[src/rtl/sram_arb_pkg.sv]
// Shared types and constants for the data-SRAM port arbiter.
// FSM state encoding, requester IDs and bus widths.
package sram_arb_pkg;

    localparam int ARB_ADDR_W = 11;
    localparam int ARB_DATA_W = 32;

    localparam logic ARB_CPU = 1'b0;
    localparam logic ARB_LDR = 1'b1;

    typedef enum logic [1:0] {
        ST_IDLE     = 2'd0,
        ST_ACCESS   = 2'd1,
        ST_COMPLETE = 2'd2
    } arb_state_t;

endpackage

[src/rtl/sram_arb_select.sv]
// Winner selection for the SRAM port arbiter.
// SRAM_ARB_ROUND_ROBIN_EN selects round-robin instead of CPU priority.
module sram_arb_select
    import sram_arb_pkg::*;
#(
    parameter int STARVE_LIMIT = 4
) (
    input  logic clk,
    input  logic Reset,
    input  logic cpu_req,
    input  logic ldr_req,
`ifdef SRAM_ARB_ROUND_ROBIN_EN
    input  logic take,
`else
    input  logic ldr_gnt,
`endif
    output logic winner
);

`ifdef SRAM_ARB_ROUND_ROBIN_EN

    logic last;

    // Remember who won the most recent arbitration; loader after reset.
    always_ff @(posedge clk) begin
        if (!Reset) begin
            last <= ARB_LDR;
        end else if (take) begin
            last <= winner;
        end
    end

    // A tie goes to whoever did not win last time.
    always_comb begin
        winner = ARB_CPU;
        if (cpu_req && ldr_req) begin
            winner = ~last;
        end else if (ldr_req) begin
            winner = ARB_LDR;
        end
    end

`else

    localparam logic [7:0] LIMIT = 8'(STARVE_LIMIT);

    logic [7:0] starve;

    // Count cycles the loader waits ungranted, saturating at 255.
    always_ff @(posedge clk) begin
        if (!Reset) begin
            starve <= 8'd0;
        end else if (!ldr_req || ldr_gnt) begin
            starve <= 8'd0;
        end else if (starve != 8'hFF) begin
            starve <= starve + 8'd1;
        end
    end

    // CPU has priority unless the loader has waited long enough.
    always_comb begin
        winner = ARB_CPU;
        if (ldr_req && (!cpu_req || starve >= LIMIT)) begin
            winner = ARB_LDR;
        end
    end

`endif

endmodule

[src/rtl/sram_port_arbiter.sv]
// Arbitrates the data-SRAM port between CPU and loader.
// Optional macro SRAM_ARB_ROUND_ROBIN_EN enables round-robin selection.
module sram_port_arbiter
    import sram_arb_pkg::*;
#(
    parameter int ACCESS_CYCLES = 2,
    parameter int STARVE_LIMIT  = 4
) (
    input  logic        clk,
    input  logic        Reset,
    input  logic        cpu_req,
    input  logic        cpu_rnw,
    input  logic [10:0] cpu_addr,
    input  logic [31:0] cpu_wdata,
    output logic        cpu_gnt,
    output logic        cpu_done,
    output logic [31:0] cpu_rdata,
    input  logic        ldr_req,
    input  logic        ldr_rnw,
    input  logic [10:0] ldr_addr,
    input  logic [31:0] ldr_wdata,
    output logic        ldr_gnt,
    output logic        ldr_done,
    output logic [31:0] ldr_rdata,
    output logic [10:0] sram_adx,
    output logic [31:0] sram_wdata,
    input  logic [31:0] sram_rdata,
    output logic        sram_oe,
    output logic        sram_rnw
);

    localparam logic [3:0] CNT_LOAD = 4'(ACCESS_CYCLES - 1);

    arb_state_t state;
    arb_state_t state_next;

    logic [3:0]            cnt;
    logic                  owner;
    logic                  acc_rnw;
    logic [ARB_ADDR_W-1:0] acc_addr;
    logic [ARB_DATA_W-1:0] acc_wdata;

    logic                  winner;
    logic                  take;
    logic                  finish;
    logic                  in_access;
    logic                  win_rnw;
    logic [ARB_ADDR_W-1:0] win_addr;
    logic [ARB_DATA_W-1:0] win_wdata;

    assign take      = (state == ST_IDLE) && (cpu_req || ldr_req);
    assign in_access = (state == ST_ACCESS);
    assign finish    = in_access && (cnt == 4'd0);

    assign win_rnw   = (winner == ARB_LDR) ? ldr_rnw   : cpu_rnw;
    assign win_addr  = (winner == ARB_LDR) ? ldr_addr  : cpu_addr;
    assign win_wdata = (winner == ARB_LDR) ? ldr_wdata : cpu_wdata;

    sram_arb_select #(
        .STARVE_LIMIT(STARVE_LIMIT)
    ) u_sel (
        .clk    (clk),
        .Reset  (Reset),
        .cpu_req(cpu_req),
        .ldr_req(ldr_req),
`ifdef SRAM_ARB_ROUND_ROBIN_EN
        .take   (take),
`else
        .ldr_gnt(ldr_gnt),
`endif
        .winner (winner)
    );

    // State register.
    always_ff @(posedge clk) begin
        if (!Reset) begin
            state <= ST_IDLE;
        end else begin
            state <= state_next;
        end
    end

    // Next state: one access window, then a turnaround cycle.
    always_comb begin
        state_next = state;
        unique case (state)
            ST_IDLE:     if (cpu_req || ldr_req) state_next = ST_ACCESS;
            ST_ACCESS:   if (cnt == 4'd0) state_next = ST_COMPLETE;
            ST_COMPLETE: state_next = ST_IDLE;
            default:     state_next = ST_IDLE;
        endcase
    end

    // Latch the winning request and run the access window counter.
    always_ff @(posedge clk) begin
        if (!Reset) begin
            cnt       <= 4'd0;
            owner     <= ARB_CPU;
            acc_rnw   <= 1'b1;
            acc_addr  <= '0;
            acc_wdata <= '0;
        end else if (take) begin
            cnt      <= CNT_LOAD;
            owner    <= winner;
            acc_rnw  <= win_rnw;
            acc_addr <= win_addr;
            if (!win_rnw) begin
                acc_wdata <= win_wdata;
            end
        end else if (in_access && cnt != 4'd0) begin
            cnt <= cnt - 4'd1;
        end
    end

    // Grant and done pulses plus read data capture for the owner.
    always_ff @(posedge clk) begin
        if (!Reset) begin
            cpu_gnt   <= 1'b0;
            ldr_gnt   <= 1'b0;
            cpu_done  <= 1'b0;
            ldr_done  <= 1'b0;
            cpu_rdata <= '0;
            ldr_rdata <= '0;
        end else begin
            cpu_gnt  <= take && (winner == ARB_CPU);
            ldr_gnt  <= take && (winner == ARB_LDR);
            cpu_done <= finish && (owner == ARB_CPU);
            ldr_done <= finish && (owner == ARB_LDR);
            if (finish && acc_rnw) begin
                if (owner == ARB_CPU) begin
                    cpu_rdata <= sram_rdata;
                end else begin
                    ldr_rdata <= sram_rdata;
                end
            end
        end
    end

    assign sram_adx   = acc_addr;
    assign sram_wdata = acc_wdata;
    assign sram_oe    = in_access && acc_rnw;
    assign sram_rnw   = !in_access || acc_rnw;

endmodule

[config.mk]
export PLATFORM = sky130hd
export DESIGN_NAME = sram_port_arbiter
export DESIGN_NICKNAME = d
export VERILOG_FILES = /design/src/rtl/sram_arb_pkg.sv /design/src/rtl/sram_arb_select.sv /design/src/rtl/sram_port_arbiter.sv
export SDC_FILE = /design/constraint.sdc
export NUM_CORES = 1
export LEC_CHECK = 0
export BUFFER_PORTS_ARGS = -buffer_cell sky130_fd_sc_hd__buf_2
export CORE_MARGIN = 2
export CORE_UTILIZATION = 45
export DETAILED_ROUTE_END_ITERATION = 6
export GPL_TIMING_DRIVEN = 0
export HOLD_SLACK_MARGIN = 0.12
export MAX_ROUTING_LAYER = met4
export PLACE_DENSITY = 0.78
export SETUP_SLACK_MARGIN = 0.3
export SKIP_LAST_GASP = 1
export SYNTH_ARGS = -nofsm -noshare
export SYNTH_HDL_FRONTEND = slang
export SYNTH_SLANG_ARGS = --single-unit
export TNS_END_PERCENT = 1
[constraint.sdc]
create_clock -name clk -period 5.1 [get_ports clk]
set_input_delay 0.51 -clock clk [delete_from_list [all_inputs] [get_ports clk]]
set_output_delay 0.51 -clock clk [all_outputs]
set_load 0.005 [all_outputs]
==> run_results.csv <==
group,metric,value,unit
pwr,vdd_drop_max,0.199,mV
worst_setup_path,cp_top_family,"simple AND/OR/NAND/NOR gates",
worst_setup_path,crit_path_start_kind,"flop",
logic_synthesis,synth_area,4990,um2
clock_tree,clkTransAtPathRegs,60,ps
logic_synthesis,ys_ff_latch,127,
clock_tree,cts_sinks,127,
final_layout,multiInputGateArea,2260,um2
logic_synthesis,synth_cells,526,
floorplan,rows,38,
worst_setup_path,cp_cell_sequence,"inv_1 -> ha_1 -> nor3b_1 -> and4b_1 -> clkbuf_1 -> clkbuf_1 -> nand2_1 -> a21boi_0",
routing,post_drt_wl_per_cell,15.3,um
global_route,grt_pass1_vias,4715,
place,place_ws,2800,ps
sta,fmax,0.431,GHz
sta,slew_headroom,0.569,
logic_synthesis,synth_edf_count,0,
floorplan,dieHeight,109,um
sta,worst_slew_pin_slew,646,ps
global_route,antenna_found_initial,0,
hold_path,hp-class,"input pin to flop",
worst_setup_path,slowest_stage,"nor3b_1",
sta,min_period,2320,ps
sta,hold_violations,0,
logic_synthesis,ys_types,43,
worst_setup_path,crit_path_end_kind,"flop",
logic_synthesis,yosysWarnings,0,
run_status,status,"completed",
final_layout,syn2layout_area_growth,39.0,%
floorplan,die_area,12000,um2
worst_setup_path,crit_path_max_incr_delay,450,ps
sta,setup_slack,2780,ps
pwr,power_density,383,nW/um2
run,cap_violations,0,
final_layout,regArea,2540,um2
global_route,grt_pass1_wl,22000,um
sta,rsz0062_at_grt,"false",
logic_synthesis,synthesis.nets,653,
clock_tree,clk_latency,510,ps
sta,slew_viol_final,0,
place,dp.cells,901,
logic_synthesis,yosysSeqAreaShare,0.509,
logic_synthesis,async_flop_share,0,
clock_tree,htreeDepth,4,
place,port_buffers,235,
clock_tree,cts_made_buffers,17,
routing,num_vias,4798,
pwr,p_leak,3.17,nW
final_layout,layout_common_cells,"buf_2, nand2_1, dfxtp_1, a21boi_0, o21a_1",
final_layout,final_common_cell,"buf_2",
routing,antenna_left,0,
floorplan,die_w,109,um
worst_setup_path,crit_buf_inv,3,
floorplan,start_util,0.461,
place,hpwlAfterDp,10800,um
sta,skew,7.00,ps
clock_tree,ctsHoldBuffers,0,
place,place.gp.congestion,0.806,
sta,setup_tns,0,ps
final_layout,fillers,931,
clock_tree,cts_resized,0,
routing,vias_per_cell,5.14,
worst_setup_path,required,5530,ps
worst_setup_path,arrival,2750,ps
worst_setup_path,crit_path_frequent_cell,"clkbuf_1",
routing,drtPass1Iterations,5,
final_layout,final_cells,933,
global_route,grt_max_degree,17,
routing,drt_wl_total,14300,um
floorplan,fp.coreArea,10800,um2
sta,post-route-period-util,0.455,
clock_tree,clk_path_buf_depth,2,
floorplan,io_pins,237,
logic_synthesis,syn_avg_cell_area,9.50,um2
pwr,fin_total_pwr,2.66,mW
clock_tree,cts_root_buffer,"clkbuf_8",
clock_tree,cts_tree,"yes",
final_layout,n_antenna_cell,0,
worst_setup_path,cp_max_fo,10,
logic_synthesis,synthFlopType,"dfxtp_1",
worst_setup_path,path_class,"flop to flop",
clock_tree,cts_setup_buffers,0,
routing,drc_errors,0,
sta,setup_viol,0,
final_layout,layout-drive-gt1-share,0.393,
global_route,grt_usage,0.241,
final_layout,layout.nets,907,
global_route,grt_overflow_total,0,
routing,drt_iter0_markers,311,
power breakdown:
| group | switching, mW | internal (mW) |
|---|---|---|
| clock network | 0.447 | 0.756 |
| logic | 0.177 | 0.173 |
| registers | 0.0398 | 1.07 |
cell usage after synthesis, types with 2 or more instances:
cell type / number / area, um2
a211oi_1: 2 / 15.0
a21oi_1: 3 / 15.0
buf_2: 4 / 20.0
and4_1: 3 / 26.3
a21boi_0: 65 / 488
nand4_1: 2 / 12.5
and3_1: 15 / 93.8
clkbuf_1: 33 / 124
nor2_1: 13 / 48.8
a221o_1: 11 / 110
ha_1: 3 / 37.5
o21a_1: 34 / 255
xnor2_1: 3 / 26.3
o21bai_1: 2 / 15.0
nand3_1: 4 / 20.0
inv_1: 5 / 18.8
a31oi_1: 2 / 12.5
dfxtp_1: 127 / 2540
o21ai_0: 2 / 10.0
buf_4: 3 / 22.5
and2_1: 3 / 18.8
nand2b_1: 2 / 12.5
nor2b_1: 2 / 12.5
nor3_1: 4 / 20.0
nand2_1: 130 / 488
o221a_2: 31 / 349
xor2_1: 2 / 17.5
cells by family after synthesis:
logic type | Yosys count | synth area share
AOI/OAI and AO/OA | 157 | 0.266
xor gates and xnor gates | 5 | 0.00877
adders and majority gates | 3 | 0.00752
buffers and inverters | 46 | 0.0393
DFF | 127 | 0.509
muxes | 1 | 0.00200
and+or+nand+nor | 187 | 0.167
per-layer routing:
| layer | global-route usage | vias up | wire length [um] |
|---|---|---|---|
| li1 | - | 2364 | - |
| met2 | 0.407 | 182 | 6930 |
| met3 | 0.0723 | 18 | 1190 |
| met1 | 0.274 | 2234 | 5990 |
| met5 | - | - | 0 |
| met4 | 0.0805 | 0 | 163 |
per-stage QoR:
stage	cell area (um2)	util	hold slack (ps)
3_3_place_gp	6350	0.585	447
2_1_floorplan	4990	-	452
4_1_cts	6940	0.640	196
6_report	6940	0.640	221
3_5_place_dp	6350	0.585	458
5_1_grt	6940	0.640	204
final cells by class:
cell class              count  area share
clock inverters            14      0.0240
clock buffers              18      0.0617
repair buffers            235       0.169
inverters                   5     0.00270
plain buffers              41      0.0256
multi-input cells         353       0.325
well taps                 140      0.0252
flip-flops and latches    127       0.366
flip-flops by register name, summed over array words and instances (netlist names):
| register | cells |
|---|---|
| sram_wdata | 32 |
| u_sel.starve | 8 |
| cpu_done | 1 |
| cpu_gnt | 1 |
| owner | 1 |
| sram_adx | 11 |
| ldr_rdata | 32 |
| ldr_done | 1 |
| acc_rnw | 1 |
| state | 2 |
| ldr_gnt | 1 |
| cnt | 4 |
| cpu_rdata | 32 |
worst paths after layout:
check / end / start / slack (ps) / cells past startpoint
max: cpu_rdata[4] / cnt[0] / 2780 / 8
min: sram_adx[8] / cpu_addr[8] / 220 / 2
max reg2reg: cpu_rdata[4] / cnt[0] / 2780 / 8
min reg2reg: ldr_rdata[11] / ldr_rdata[11] / 460 / 2
Note: power is estimated with default switching activity, not from simulation.
